===== src/rtl/fe_uop_queue_pkg.sv =====
// Shared front-end micro-op types: the decoded instruction record carried
// from decode to rename/dispatch, plus its field widths.
package fe_pkg;

  localparam int XLEN      = 32;
  localparam int REG_IDX_W = 5;
  localparam int ALUOP_W   = 3;

  typedef struct packed {
    logic [XLEN-1:0]      pc;
    logic [REG_IDX_W-1:0] rs1;
    logic [REG_IDX_W-1:0] rs2;
    logic [REG_IDX_W-1:0] rd;
    logic [XLEN-1:0]      imm;
    logic                 ALUSrc;
    logic [ALUOP_W-1:0]   ALUOp;
    logic                 branch;
    logic                 jump;
    logic                 MemRead;
    logic                 MemWrite;
    logic                 RegWrite;
    logic                 MemToReg;
  } fe_uop_t;

  // 89 bits at XLEN=32
  localparam int UOP_W = $bits(fe_uop_t);

endpackage


===== src/rtl/fe_uop_queue_if.sv =====
// Bundle of the queue's upstream (front-end) and downstream (dispatch)
// valid/ready channels plus flush and status. The queue sits on the slave
// side; whoever drives the front end and dispatch sits on the master side.
interface fe_uop_queue_if
  import fe_pkg::*;
#(
  parameter int DEPTH = 8,
  parameter int CNT_W = $clog2(DEPTH) + 1
);
  logic             in_valid_i;
  logic             in_ready_o;
  fe_uop_t          in_uop_i;
  logic             out_valid_o;
  logic             out_ready_i;
  fe_uop_t          out_uop_o;
  logic             flush_i;
  logic [CNT_W-1:0] count_o;
  logic             full_o;
  logic             empty_o;
  logic [15:0]      stall_cnt_o;

  modport slave (
    input  in_valid_i, in_uop_i, out_ready_i, flush_i,
    output in_ready_o, out_valid_o, out_uop_o, count_o, full_o, empty_o,
           stall_cnt_o
  );

  modport master (
    output in_valid_i, in_uop_i, out_ready_i, flush_i,
    input  in_ready_o, out_valid_o, out_uop_o, count_o, full_o, empty_o,
           stall_cnt_o
  );
endinterface


===== src/rtl/fe_uop_queue_mem.sv =====
// Entry storage for the micro-op queue: one synchronous write port and one
// asynchronous read port so the head entry falls through combinationally.
// Storage is deliberately not reset; validity is tracked by the count.
module fe_uop_queue_mem #(
  parameter int DEPTH = 8,
  parameter int WIDTH = 89,
  parameter int PTR_W = $clog2(DEPTH)
) (
  input  logic             clk,
  input  logic             i_we,
  input  logic [PTR_W-1:0] i_waddr,
  input  logic [WIDTH-1:0] i_wdata,
  input  logic [PTR_W-1:0] i_raddr,
  output logic [WIDTH-1:0] o_rdata
);
  logic [WIDTH-1:0] r_mem [DEPTH];

  // write the pushed entry at the tail slot
  always_ff @(posedge clk) begin
    if (i_we) r_mem[i_waddr] <= i_wdata;
  end

  assign o_rdata = r_mem[i_raddr];
endmodule


===== src/rtl/fe_uop_queue.sv =====
// Decoded micro-op queue between the front end and rename/dispatch.
// First-word-fall-through FIFO: a push becomes visible at the head one cycle
// later. All handshake outputs are registered so front-end ready never
// depends combinationally on back-end ready. A mispredict flush empties the
// queue and overrides any push or pop in the same cycle.
module fe_uop_queue
  import fe_pkg::*;
#(
  parameter int DEPTH = 8,
  parameter int XLEN  = 32,
  parameter int CNT_W = $clog2(DEPTH) + 1
) (
  input  logic           clk,
  input  logic           reset,
  fe_uop_queue_if.slave  bus
);
  localparam int PTR_W = $clog2(DEPTH);
  localparam int ENT_W = 2*XLEN + 3*REG_IDX_W + ALUOP_W + 7;

  logic [PTR_W-1:0] r_head, r_tail;
  logic [CNT_W-1:0] r_count;
  logic [CNT_W-1:0] w_cnt_nxt;
  logic             r_in_rdy;
  logic             r_out_vld;
  logic             r_full;
  logic [15:0]      r_stall;
  logic             w_push, w_pop;
  logic [ENT_W-1:0] w_rdata;

  assign w_push = bus.in_valid_i & r_in_rdy  & ~bus.flush_i;
  assign w_pop  = r_out_vld & bus.out_ready_i & ~bus.flush_i;

  // next occupancy: flush wins, simultaneous push+pop leaves it unchanged
  always_comb begin
    w_cnt_nxt = r_count;
    if (bus.flush_i)          w_cnt_nxt = '0;
    else if (w_push & ~w_pop) w_cnt_nxt = r_count + CNT_W'(1);
    else if (w_pop & ~w_push) w_cnt_nxt = r_count - CNT_W'(1);
  end

  // pointers, count and registered status flags
  always_ff @(posedge clk or negedge reset) begin
    if (!reset) begin
      r_head    <= '0;
      r_tail    <= '0;
      r_count   <= '0;
      r_in_rdy  <= 1'b0;
      r_out_vld <= 1'b0;
      r_full    <= 1'b0;
    end else begin
      if (bus.flush_i) begin
        r_head <= '0;
        r_tail <= '0;
      end else begin
        if (w_push) r_tail <= r_tail + PTR_W'(1);
        if (w_pop)  r_head <= r_head + PTR_W'(1);
      end
      r_count   <= w_cnt_nxt;
      r_full    <= (w_cnt_nxt == CNT_W'(DEPTH));
      r_in_rdy  <= (w_cnt_nxt != CNT_W'(DEPTH));
      r_out_vld <= (w_cnt_nxt != '0);
    end
  end

  // saturating count of cycles where the front end was held off
  always_ff @(posedge clk or negedge reset) begin
    if (!reset)
      r_stall <= '0;
    else if (bus.in_valid_i && !r_in_rdy && r_stall != 16'hFFFF)
      r_stall <= r_stall + 16'd1;
  end

  fe_uop_queue_mem #(
    .DEPTH (DEPTH),
    .WIDTH (ENT_W),
    .PTR_W (PTR_W)
  ) u_mem (
    .clk     (clk),
    .i_we    (w_push),
    .i_waddr (r_tail),
    .i_wdata (bus.in_uop_i),
    .i_raddr (r_head),
    .o_rdata (w_rdata)
  );

  assign bus.in_ready_o  = r_in_rdy;
  assign bus.out_valid_o = r_out_vld;
  assign bus.out_uop_o   = w_rdata;
  assign bus.count_o     = r_count;
  assign bus.full_o      = r_full;
  assign bus.empty_o     = ~r_out_vld;
  assign bus.stall_cnt_o = r_stall;
endmodule


===== src/flat_wrapper.sv =====
// flat-port wrapper written by rule: the top's interface ports become plain ports
module fe_uop_queue_flat import fe_pkg::*;
#(
  parameter int DEPTH = 8,
  parameter int XLEN  = 32,
  parameter int CNT_W = $clog2(DEPTH) + 1
)
  (clk, reset, bus_in_valid_i, bus_in_uop_i, bus_out_ready_i, bus_flush_i, bus_in_ready_o, bus_out_valid_o, bus_out_uop_o, bus_count_o, bus_full_o, bus_empty_o, bus_stall_cnt_o);
  fe_uop_queue_if #(.DEPTH(DEPTH), .CNT_W(CNT_W)) bus_i ();
  input  logic clk;
  input  logic reset;
  input wire logic [$bits(bus_i.in_valid_i)-1:0] bus_in_valid_i;
  input wire logic [$bits(bus_i.in_uop_i)-1:0] bus_in_uop_i;
  input wire logic [$bits(bus_i.out_ready_i)-1:0] bus_out_ready_i;
  input wire logic [$bits(bus_i.flush_i)-1:0] bus_flush_i;
  output wire logic [$bits(bus_i.in_ready_o)-1:0] bus_in_ready_o;
  output wire logic [$bits(bus_i.out_valid_o)-1:0] bus_out_valid_o;
  output wire logic [$bits(bus_i.out_uop_o)-1:0] bus_out_uop_o;
  output wire logic [$bits(bus_i.count_o)-1:0] bus_count_o;
  output wire logic [$bits(bus_i.full_o)-1:0] bus_full_o;
  output wire logic [$bits(bus_i.empty_o)-1:0] bus_empty_o;
  output wire logic [$bits(bus_i.stall_cnt_o)-1:0] bus_stall_cnt_o;
  assign bus_i.in_valid_i = bus_in_valid_i;
  assign bus_i.in_uop_i = bus_in_uop_i;
  assign bus_i.out_ready_i = bus_out_ready_i;
  assign bus_i.flush_i = bus_flush_i;
  assign bus_in_ready_o = bus_i.in_ready_o;
  assign bus_out_valid_o = bus_i.out_valid_o;
  assign bus_out_uop_o = bus_i.out_uop_o;
  assign bus_count_o = bus_i.count_o;
  assign bus_full_o = bus_i.full_o;
  assign bus_empty_o = bus_i.empty_o;
  assign bus_stall_cnt_o = bus_i.stall_cnt_o;
  fe_uop_queue #(.DEPTH(DEPTH), .XLEN(XLEN), .CNT_W(CNT_W)) u_core (.clk(clk), .reset(reset), .bus(bus_i));
endmodule

===== config.mk =====
export PLATFORM = sky130hd
export DESIGN_NAME = fe_uop_queue_flat
export DESIGN_NICKNAME = d
export VERILOG_FILES = /design/src/rtl/fe_uop_queue_pkg.sv /design/src/rtl/fe_uop_queue_if.sv /design/src/rtl/fe_uop_queue_mem.sv /design/src/rtl/fe_uop_queue.sv /design/src/flat_wrapper.sv
export SDC_FILE = /design/constraint.sdc
export NUM_CORES = 1
export LEC_CHECK = 0
export ABC_AREA = 1
export CORE_MARGIN = 1
export CORE_UTILIZATION = 45
export DETAILED_ROUTE_END_ITERATION = 16
export GPL_TIMING_DRIVEN = 0
export SLEW_MARGIN = 25
export SYNTH_ARGS = -nofsm -noshare
export SYNTH_HDL_FRONTEND = slang
export SYNTH_SLANG_ARGS = --single-unit

===== constraint.sdc =====
create_clock -name clk -period 10.5 [get_ports clk]
set_clock_uncertainty 0.2 [all_clocks]
set_input_delay 2.625 -clock clk [delete_from_list [all_inputs] [get_ports clk]]
set_output_delay 2.625 -clock clk [all_outputs]
set_load 0.02 [all_outputs]

==> results.md, run 1 <==
* Area of the mapped netlist at about 30000 µm²
* Layout area overhead at 22.6%
* Crit path max-delay family: buffers and inverters
* Post-Syn Instances at 2332
* Final Cycle Share at a little over three fifths
* CP Capture Type: output pin
* Core box area at between 60000 and 70000 µm²
* Register area at between 20000 and 25000 µm²
* Post-route ant nets at 0
* Layout Nets at roughly 2800
* Ys Warns at 0
* Crit-path cells: buf_4, inv_2, buf_2, clkbuf_1, a21oi_1, a31oi_1, clkdlybuf4s50_1
* F_max at 152 MHz
* R2r startpoint: u_core.bus.in_ready_o
* CTS tree: yes
* GRT Util Overall at 23.3%
* Grt met3 use at under 10%
* Number of fill cells at approximately 5300
* Clk_lat worst skew at ~600 ps
* Register area share after synthesis at between 70% and 80%
* Post-DR wirelength/cell at between 20 and 25 µm
* Hold-fix buffers, CTS at 0
* Crit Path Class: reg -> out
* CP max stage delay at about 700 ps
* GR peak layer: met2
* Clk root buf: clkbuf_16
* Row count at between 90 and 100
* I/O pin total at approximately 210
* Net Count, Synth at 2431
* GR Layer Usage met2 at 37.9%
* Unique masters post-synth at 27
* Data arrival, critical path at about 3800 ps
* DIE HEIGHT at about 260 µm
* Min Hold Slack at between 300 and 400 ps
* Hold Path End: u_core.bus.stall_cnt_o[1]
* Routed WL at just under 80000 µm
* Post-CTS setup buffers at 0
* Initial Util at between 40 and 50%
* Startpoint types: flop
* Pins Over Slew Limit at 0
* Final Critical Period at about 6600 ps
* Number of H-tree levels at 3
* First-pass GRT wire length at 116000 µm
* Overflow after GRT at 0
* WP buf/inv at 5
* Worst IR Drop VDD at roughly 170 µV
* Slowest cell on crit path: clkdlybuf4s50_1
* 1st-iter DRT viols at 1677
* Worst flop-to-flop path endpoint: u_core.u_mem.r_mem[2][25]
* Worst R2R Setup Slack at between 7000 and 8000 ps
* Unrepaired setup endpoints after global routing: no
* Worst Path Required at approximately 7700 ps
* Cell area after layout at roughly 36000 µm²
* DP Area at between 30000 and 40000 µm²
* Synthesis-stage register bit count at roughly 740
* Hold Path Class: reg -> reg
* Syn_area_per_cell at ~13 µm²
* CTS Buffer Depth at 3
* I/O Buffers at 206
* Initial antenna violation count at 5
* Hold path start: u_core.bus.stall_cnt_o[1]
* Gates resized, CTS repair at 0
* Setup violators final at 0
* R2R cell count at 7
* Vias in the first global route at between 15000 and 20000
* Routability cong. at 0.788
* Status: complete, no violations
* Grt met1 use at roughly a third
* Hold Fails Final Rpt at 0
* # clock sinks at 741
* Relative slew slack at between 40% and 50%
* Worst-path clk slew at 50 ps
* Total CTS buffers at 80
* Post-route DRC at 0
* Hold Path Stages at 2
* Multi-input logic area at between 6000 and 7000 µm²
* Fraction of layout cells with a size suffix above 1 at 8.72%
* Pin count of the biggest net entering global routing at 26
* Cell area power density at around 200 nW/µm²
* Vias at around 19000
* Post-DP HPWL at 50600 µm
* Antenna Cells at 0
* DIE AREA at 66200 µm²
* Worst Tran Pin Value at between 700 and 800 ps
* CP max FO at 10
* Max-cap violations at 0
* Vias/cell at around 5.4
* First-pass DRT Iterations at 6
* Die width at approximately 260 µm
* Static leakage at around 12 nW
* Setup TNS at 0 ps
[placed cells by master (no fill, tap or decap), drive strengths merged, types with 29 or more instances in the layout]
| cell | Yosys | final |
|---|---|---|
| nor2 | 473 | 473 |
| clkbuf | 68 | 172 |
| edfxtp | 712 | 712 |
| inv | 32 | 34 |
| clkdlybuf4s50 | 0 | 205 |
| o21ai | 372 | 372 |
| dfrtp | 29 | 29 |
| a31oi | 89 | 89 |
| buf | 70 | 109 |
| a21oi | 93 | 93 |
| nand2 | 350 | 350 |
[sequential cells by signal (all words and copies together) (netlist names)]
signal                  flops
u_core.u_mem.r_mem        712
u_core.bus.stall_cnt_o     16
u_core.bus.count_o          4
u_core.r_head               3
u_core.r_tail               3
u_core.bus.full_o           1
u_core.bus.in_ready_o       1
u_core.bus.out_valid_o      1
[routing by layer]
| metal | part of all wire (%) | routed length, µm |
|---|---|---|
| met1 | 43 | 33000 |
| met2 | 48 | 36800 |
| met3 | 7.0 | 5400 |
| met4 | 2.5 | 1940 |
| met5 | 0.10 | 77 |
[cell type report]
type                       count  share of cell area, %
buffer                       138                   2.11
clock inverter                39                   1.13
timing repair buffer         244                   8.17
clock buffer                 104                   5.99
tap                          855                   2.98
inverter                      32                  0.334
sequential                   741                   61.5
multi-input combinational   1421                   17.8
[logic make-up after synthesis]
family / synth area share (%)
XOR/XNOR: 0.448
buffers and inverters: 3.00
adder cells (fa/ha/maj): 0.213
AND/OR/NAND/NOR: 11.1
AO/OA/AOI/OAI: 9.89
flip-flops: 75.4
[how the worst max path moves through the flow]
stage,from,depth (start not counted),to
floorplan,bus_in_valid_i,4,u_core.u_mem.r_mem[0][0]
global placement,bus_in_valid_i,5,u_core.u_mem.r_mem[4][82]
detailed placement,u_core.r_head[1],7,bus_out_uop_o[38]
CTS,u_core.r_head[1],7,bus_out_uop_o[37]
global route,u_core.r_head[1],7,bus_out_uop_o[28]
finish,u_core.r_head[1],7,bus_out_uop_o[37]
[synth_stat cells]
| library cell | n | share of area [%] |
|---|---|---|
| o21ai_0 | 202 | 3.4 |
| xor2_1 | 10 | 0.30 |
| nor3_1 | 5 | 0.085 |
| nand2_2 | 1 | 0.021 |
| clkbuf_2 | 4 | 0.068 |
| a21oi_1 | 93 | 1.6 |
| nand3_1 | 12 | 0.20 |
| inv_2 | 5 | 0.064 |
| buf_6 | 20 | 0.77 |
| dfrtp_1 | 29 | 2.5 |
| o21ai_2 | 4 | 0.12 |
| clkbuf_1 | 64 | 0.82 |
| buf_4 | 13 | 0.33 |
| buf_1 | 7 | 0.090 |
| nor3_4 | 1 | 0.055 |
| nand2_1 | 349 | 4.5 |
| buf_2 | 30 | 0.51 |
| xnor2_1 | 5 | 0.15 |
| nor3_2 | 1 | 0.034 |
| a31oi_1 | 89 | 1.9 |
| nor2_1 | 473 | 6.1 |
| o21ai_1 | 166 | 2.8 |
| ha_1 | 5 | 0.21 |
| nand4_1 | 3 | 0.064 |
| inv_1 | 27 | 0.35 |
| edfxtp_1 | 712 | 73 |
| nand3_2 | 2 | 0.068 |
[through the flow]
| step | setup slack, ps | utilization [%] | instances | power (mW) |
|---|---|---|---|---|
| 2_1_floorplan | 2980 | - | 2332 | 4.01 |
| 3_3_place_gp | -1280 | 50.3 | 3393 | 4.52 |
| 3_5_place_dp | 4600 | 51.8 | 3431 | 4.55 |
| 4_1_cts | 3920 | 55.8 | 3574 | 7.29 |
| 5_1_grt | 3840 | 55.8 | 3574 | 7.49 |
| 6_report | 3920 | 55.8 | 3574 | 7.25 |
[worst register-to-register path, cell delays in order (launching register included)]
cell	delay [ps]
dfrtp_1	360
nand2_1	160
nor2_1	240
nand2_1	290
nor2_4	570
buf_12	260
buf_16	210
buf_16	180
[where the power goes]
part | switching, mW | total [mW] | leakage (nW) | internal [mW]
logic | 0.714 | 1.13 | 4.27 | 0.415
clock network | 1.12 | 2.76 | 1.25 | 1.64
registers | 0.0409 | 3.35 | 6.81 | 3.31
No activity file was read; power rests on OpenSTA's default activity.
==> inputs of run 2 (changes only) <==
--- a/config.mk
+++ b/config.mk
@@ -10,6 +10,7 @@
 export CORE_UTILIZATION = 45
 export DETAILED_ROUTE_END_ITERATION = 16
 export GPL_TIMING_DRIVEN = 0
+export PLACE_DENSITY = 0.66
 export SLEW_MARGIN = 25
 export SYNTH_ARGS = -nofsm -noshare
 export SYNTH_HDL_FRONTEND = slang
==> constraint.sdc (replaced) <==
create_clock -name clk -period 5.63 [get_ports clk]
set_clock_uncertainty 0.2 [all_clocks]
set_input_delay 1.4075 -clock clk [delete_from_list [all_inputs] [get_ports clk]]
set_output_delay 1.4075 -clock clk [all_outputs]
set_load 0.02 [all_outputs]
==> results.md, run 2 (synthesized netlist as in run 1, its figures left out) <==
* Status: complete, no violations
* Worst Tran Pin Value at 942 ps (+164 ps)
* Routability cong. at 0.844 (+7.1%)
* Fraction of layout cells with a size suffix above 1 at 8.25% (-0.47 points)
* Cell area power density at 368 nW/µm² (+83%)
* Number of H-tree levels at 3 (unchanged)
* Logic pwr share at 16.2% (+0.6 points)
* Pin count of the biggest net entering global routing at 22 (-15%)
* I/O Buffers at 206 (unchanged)
* Worst Path Required at 4020 ps (-3660 ps)
* Worst-path clk slew at 60 ps (about the same)
* Initial antenna violation count at 10 (+5)
* Sw Pwr at 3.50 mW (+86%)
* Unrepaired setup endpoints after global routing: no
* Vias in the first global route at 19200 (+1.7%)
* Post-DR wirelength/cell at 22.1 µm (+2.4%)
* Layout area overhead at 22.5% (about the same)
* First-pass GRT wire length at 117000 µm (+1.4%)
* Vias/cell at 5.47 (+1.3%)
* Total power at 13.2 mW (+83%)
* CTS tree: yes
* Final Critical Period at 5420 ps
* DP Worst Slack at 929 ps (-3670 ps)
* Clock Power Share at 36.5% (-1.6 points)
* Max-cap violations at 0 (unchanged)
* Layout Nets at 2757 (unchanged)
* Overflow after GRT at 0 (unchanged)
* Most common cell after layout, fill and taps aside: edfxtp_1
* Static leakage at 12.3 nW (-0.32%)
* Initial Util at 45.5% (unchanged)
* Vias at 19500 (+1.3%)
* Hold-fix buffers, CTS at 0 (unchanged)
* Pins Over Slew Limit at 0 (unchanged)
* CP max FO at 10 (unchanged)
* Relative slew slack at 37.2% (-11 points)
* Row count at 93 (unchanged)
* # clock sinks at 741 (unchanged)
* Commonest non-fill, non-tap cells in the layout: edfxtp_1, nor2_1, nand2_1
* Flop pwr share at 47.3% (+1.0 points)
* Data arrival, critical path at 3810 ps (+50 ps)
* I/O pin total at 207 (unchanged)
* CP Capture Type: output pin
* CTS Buffer Depth at 3 (unchanged)
* Routed WL at 79100 µm (+2.4%)
* 1st-iter DRT viols at 2122 (+27%)
* First-pass DRT Iterations at 10 (+4)
* Post-route DRC at 0 (unchanged)
* Die width at 257 µm (unchanged)
* Clk_lat worst skew at 610 ps (about the same)
* Core box area at 64500 µm² (unchanged)
* Switch share at 26.5% (+0.55 points)
* Clk root buf: clkbuf_16
* Hold Path Class: reg -> reg
* Post-route ant nets at 0 (unchanged)
* Total CTS buffers at 78 (-2.5%)
* Hold Fails Final Rpt at 0 (unchanged)
* Max FFs per register at 712 (unchanged)
* DIE AREA at 66200 µm² (unchanged)
* Crit Path Class: reg -> out
* Startpoint types: flop
* DIE HEIGHT at 257 µm (unchanged)
* Worst IR Drop VDD at 312 µV (+83%)
* Largest register by flop count: u_core.u_mem.r_mem
* GRT Util Overall at 23.7% (+0.42 points)
* Setup violators final at 0 (unchanged)
* Internal power at 9.73 mW (+81%)
* Setup ws final at 209 ps (-3710 ps)
* F_max at between 150 and 200 MHz
* Gates resized, CTS repair at 0 (unchanged)
* Min Hold Slack at 352 ps (+4.46 ps)
* Post-CTS setup buffers at 0 (unchanged)
* Final Cycle Share at 96.3%
* Post-DP HPWL at 51800 µm (+2.4%)
-- run 2: cell types whose count changed in the layout (fill, tap and decap cells not counted), moves of 2 or more --
cell       before  now
clkbuf_1       84   90
bufinv_16       8    3
clkbuf_8        2    0
clkinv_2       11    4
clkinv_1       14   18
buf_16         16   31
diode_2         0    3
buf_12         22    9
-- run 2: layout make-up --
type / instances / area [µm²]
diodes: 3 / 7.51
plain buffers: 138 / 759
clock buffers: 107 / 2120
clock inverters: 31 / 244
fillers: 5136 / 28500
inverters: 32 / 120
multi-input cells: 1421 / 6390
flip-flops and latches: 741 / 22100
well taps: 855 / 1070
repair buffers: 246 / 3090
-- run 2: per-stage QoR --
| step | util [%] | TNS [ps] | cell area, µm² | std cells |
|---|---|---|---|---|
| final | 55.7 | 0 | 35900 | 3574 |
| after global routing | 55.7 | 0 | 35900 | 3574 |
| after CTS | 55.7 | 0 | 35900 | 3571 |
| after detailed placement | 52.0 | 0 | 33500 | 3433 |
| after global placement | 50.3 | -3350460 | 32500 | 3393 |
| after floorplan | - | -475460 | 29300 | 2332 |
-- run 2: worst max-delay path: stages (launching register included) --
cell,delay (ps)
dfrtp_1,510
inv_2,220
buf_2,490
clkbuf_1,690
o21ai_1,160
a31oi_1,420
clkdlybuf4s50_1,690
-- run 2: metal layers --
| metal | up-vias | part of all wire [%] | global-route usage (%) |
|---|---|---|---|
| met5 | - | 0.12 | 0 |
| met4 | 14 | 3.1 | 9.38 |
| met3 | 166 | 8.1 | 4.97 |
| met2 | 890 | 49 | 39.3 |
| met1 | 9468 | 40 | 30.6 |
| li1 | 8997 | - | - |
-- run 2: final timing paths --
path / startpoint / to / slack (ps) / cells past startpoint
max reg2reg: u_core.bus.in_ready_o / u_core.u_mem.r_mem[0][82] / 2600 / 8
min reg2reg: u_core.bus.stall_cnt_o[15] / u_core.bus.stall_cnt_o[15] / 350 / 2
max: u_core.r_head[0] / bus_out_uop_o[45] / 210 / 6
min in group asynchronous: reset / u_core.bus.stall_cnt_o[8] / 480 / 1
min: u_core.bus.stall_cnt_o[15] / u_core.bus.stall_cnt_o[15] / 350 / 2
max in group asynchronous: reset / u_core.r_tail[1] / 4340 / 2
-- run 2: power by group through the flow --
stage                     registers (mW)  logic, mW  clock network, mW
final                               6.26       2.14               4.83
after floorplan                     6.42       1.06                  0
after global placement              6.39       2.05                  0
after global routing                6.27       2.29               5.09
after detailed placement            6.37       2.14                  0
after CTS                           6.26       2.15               4.89
==> inputs of run 3 (changes only) <==
--- a/config.mk
+++ b/config.mk
@@ -6,11 +6,13 @@
 export NUM_CORES = 1
 export LEC_CHECK = 0
 export ABC_AREA = 1
+export CELL_PAD_IN_SITES_DETAIL_PLACEMENT = 1
+export CELL_PAD_IN_SITES_GLOBAL_PLACEMENT = 1
 export CORE_MARGIN = 1
-export CORE_UTILIZATION = 45
+export CORE_UTILIZATION = 43
 export DETAILED_ROUTE_END_ITERATION = 16
 export GPL_TIMING_DRIVEN = 0
-export PLACE_DENSITY = 0.66
+export PLACE_DENSITY_LB_ADDON = 0.1
 export SLEW_MARGIN = 25
 export SYNTH_ARGS = -nofsm -noshare
 export SYNTH_HDL_FRONTEND = slang
==> results.md, run 3 (synthesized netlist as in run 1, its figures left out) <==
* Most common cell after layout, fill and taps aside: edfxtp_1
* Post-route ant nets at 0 (unchanged)
* DP Worst Slack at 623 ps (-306 ps)
* Worst Path Required at 4020 ps (about the same)
* DIE AREA at 69200 µm² (+4.6%)
* Startpoint types: flop
* Hold Path Class: reg -> reg
* Initial antenna violation count at 4 (-6)
* Max FFs per register at 712 (unchanged)
* Commonest non-fill, non-tap cells in the layout: edfxtp_1, nor2_1, nand2_1
* CP Capture Type: output pin
* Largest register by flop count: u_core.u_mem.r_mem
* Core box area at 67300 µm² (+4.4%)
* Row count at 95 (+2.2%)
* Fraction of layout cells with a size suffix above 1 at 8.83% (+0.58 points)
* Crit path max-delay family: buffers and inverters
* Hold Fails Final Rpt at 0 (unchanged)
* Post-CTS setup buffers at 0 (unchanged)
* Final Critical Period at 5470 ps (+49.8 ps)
* Max-cap violations at 0 (unchanged)
* Flop pwr share at 46.0% (-1.3 points)
* # clock sinks at 741 (unchanged)
* Total CTS buffers at 81 (+3.8%)
* Clk root buf: clkbuf_16
* Cell area power density at 377 nW/µm² (+2.3%)
* Routed WL at 86300 µm (+9.1%)
* Worst Tran Pin Value at 915 ps (-26.5 ps)
* I/O Buffers at 206 (unchanged)
* Relative slew slack at 39.0% (+1.8 points)
* Placed Cells at 3452 (+0.55%)
* Slowest cell on crit path: clkdlybuf4s50_1
* Switch share at 26.4% (-0.037 points)
* WP buf/inv at 4 (unchanged)
* DIE HEIGHT at 263 µm (+2.3%)
* Static leakage at 12.4 nW (+0.89%)
* Status: complete, no violations
* Clk_lat worst skew at 610 ps (about the same)
* CP max FO at 10 (unchanged)
* First-pass GRT wire length at 128000 µm (+9.4%)
* Cell area after layout at 36100 µm² (+0.52%)
* Final Cycle Share at 97.2% (+0.88 points)
* Logic pwr share at 15.8% (-0.4 points)
* First-pass DRT Iterations at 5 (-5)
* Crit Path Class: reg -> out
* Total power at 13.6 mW (+2.8%)
* Fin cells at 3593 (+0.53%)
* Initial Util at 43.6% (-1.9 points)
* Die width at 263 µm (+2.3%)
* Routability cong. at 0.793 (-6.0%)
* DP Area at 33600 µm² (about the same)
* Post-DP HPWL at 56800 µm (+9.7%)
* Post-DR wirelength/cell at 24.0 µm (+8.5%)
* Clock Power Share at 38.2% (+1.7 points)
* Layout area overhead at 23.1%
* Vias/cell at 5.45 (-0.24%)
* F_max at 183 MHz (-0.91%)
* Vias in the first global route at 20800 (+8.4%)
* CTS Buffer Depth at 3 (unchanged)
* I/O pin total at 207 (unchanged)
* Worst IR Drop VDD at 240 µV (-23%)
* Setup violators final at 0 (unchanged)
* 1st-iter DRT viols at 1403 (-34%)
* Internal power at 10.0 mW (+2.9%)
* Number of H-tree levels at 3 (unchanged)
* Worst-path clk slew at 50 ps (about the same)
* CP max stage delay at 700 ps (about the same)
* GRT Util Overall at 24.9% (+1.2 points)
* Pins Over Slew Limit at 0 (unchanged)
* Data arrival, critical path at 3860 ps (+50 ps)
* Vias at 19600 (+0.29%)
* Layout Nets at 2761 (+0.15%)
* Post-route DRC at 0 (unchanged)
* Crit-path cells: inv_2, buf_2, clkbuf_1, o21ai_1, a31oi_1, clkdlybuf4s50_1
* Overflow after GRT at 0 (unchanged)
* Sw Pwr at 3.59 mW (+2.7%)
* Setup ws final at 159 ps (-49.8 ps)
* CTS tree: yes
* Unrepaired setup endpoints after global routing: no
* Pin count of the biggest net entering global routing at 25 (+14%)
## run 3: cell types whose count changed in the layout (fill, tap and decap cells not counted), sizes merged
cell / change
clkinvlp: -1
buf: +1
inv: +1
diode: -2
clkinv: +3
clkbuf: -5
bufinv: +4
## run 3: area by class of cell
| cell class | count | area, µm² |
|---|---|---|
| fillers | 6737 | 31200 |
| multi-input cells | 1421 | 6390 |
| repair buffers | 247 | 3080 |
| clock inverters | 38 | 353 |
| plain buffers | 138 | 762 |
| diodes | 1 | 2.50 |
| well taps | 873 | 1090 |
| inverters | 32 | 120 |
| clock buffers | 102 | 2190 |
| flip-flops and latches | 741 | 22100 |
## run 3: final timing paths
kind                                             from                          to  slack (ps)  depth (start not counted)
min reg2reg                u_core.bus.stall_cnt_o[15]  u_core.bus.stall_cnt_o[15]         350                          2
min                        u_core.bus.stall_cnt_o[15]  u_core.bus.stall_cnt_o[15]         350                          2
max                                  u_core.r_head[0]           bus_out_uop_o[68]         160                          6
min in group asynchronous                       reset       u_core.bus.count_o[0]         430                          1
max in group asynchronous                       reset   u_core.bus.stall_cnt_o[4]        4410                          2
max reg2reg                     u_core.bus.in_ready_o   u_core.u_mem.r_mem[2][27]        2610                          8
## run 3: power by group through the flow
stage	Combinational, mW	Clock (mW)	Sequential (mW)
4_1_cts	2.18	5.27	6.26
5_1_grt	2.32	5.46	6.27
3_5_place_dp	2.16	0	6.38
3_3_place_gp	2.07	0	6.40
2_1_floorplan	1.06	0	6.42
6_report	2.15	5.19	6.26
## run 3: repair_timing
| action | CTS | global route |
|---|---|---|
| gates cloned | 0 | 0 |
| resized for setup | 1 | 2 |
| hold buffers | 0 | 0 |
| endpoints found under the setup margin | 1 | 1 |
| pin swaps | 0 | 0 |
## run 3: per-stage QoR
stage	util, %	hold WS, ps	setup TNS, ps
after floorplan	-	350	-475460
after global placement	48.3	327	-3568370
after detailed placement	49.9	350	0
after CTS	53.7	361	0
after global routing	53.7	390	0
final	53.7	346	0
## run 3: worst register-to-register path: stages (launching register included)
cell and delay (ps):
dfrtp_1 360, nand2_1 160, nor2_1 310, nand2_1 330, nor2_4 550, buf_16 240
buf_16 180, buf_16 180, buf_12 210
## run 3: per-layer routing
layer	part of all wire, %	global-route usage, %	vias to the layer above
met4	2.7	8.22	6
met2	49	42.2	548
li1	-	-	8998
met5	0.042	0	-
met1	42	32.6	9908
met3	5.9	4.24	131
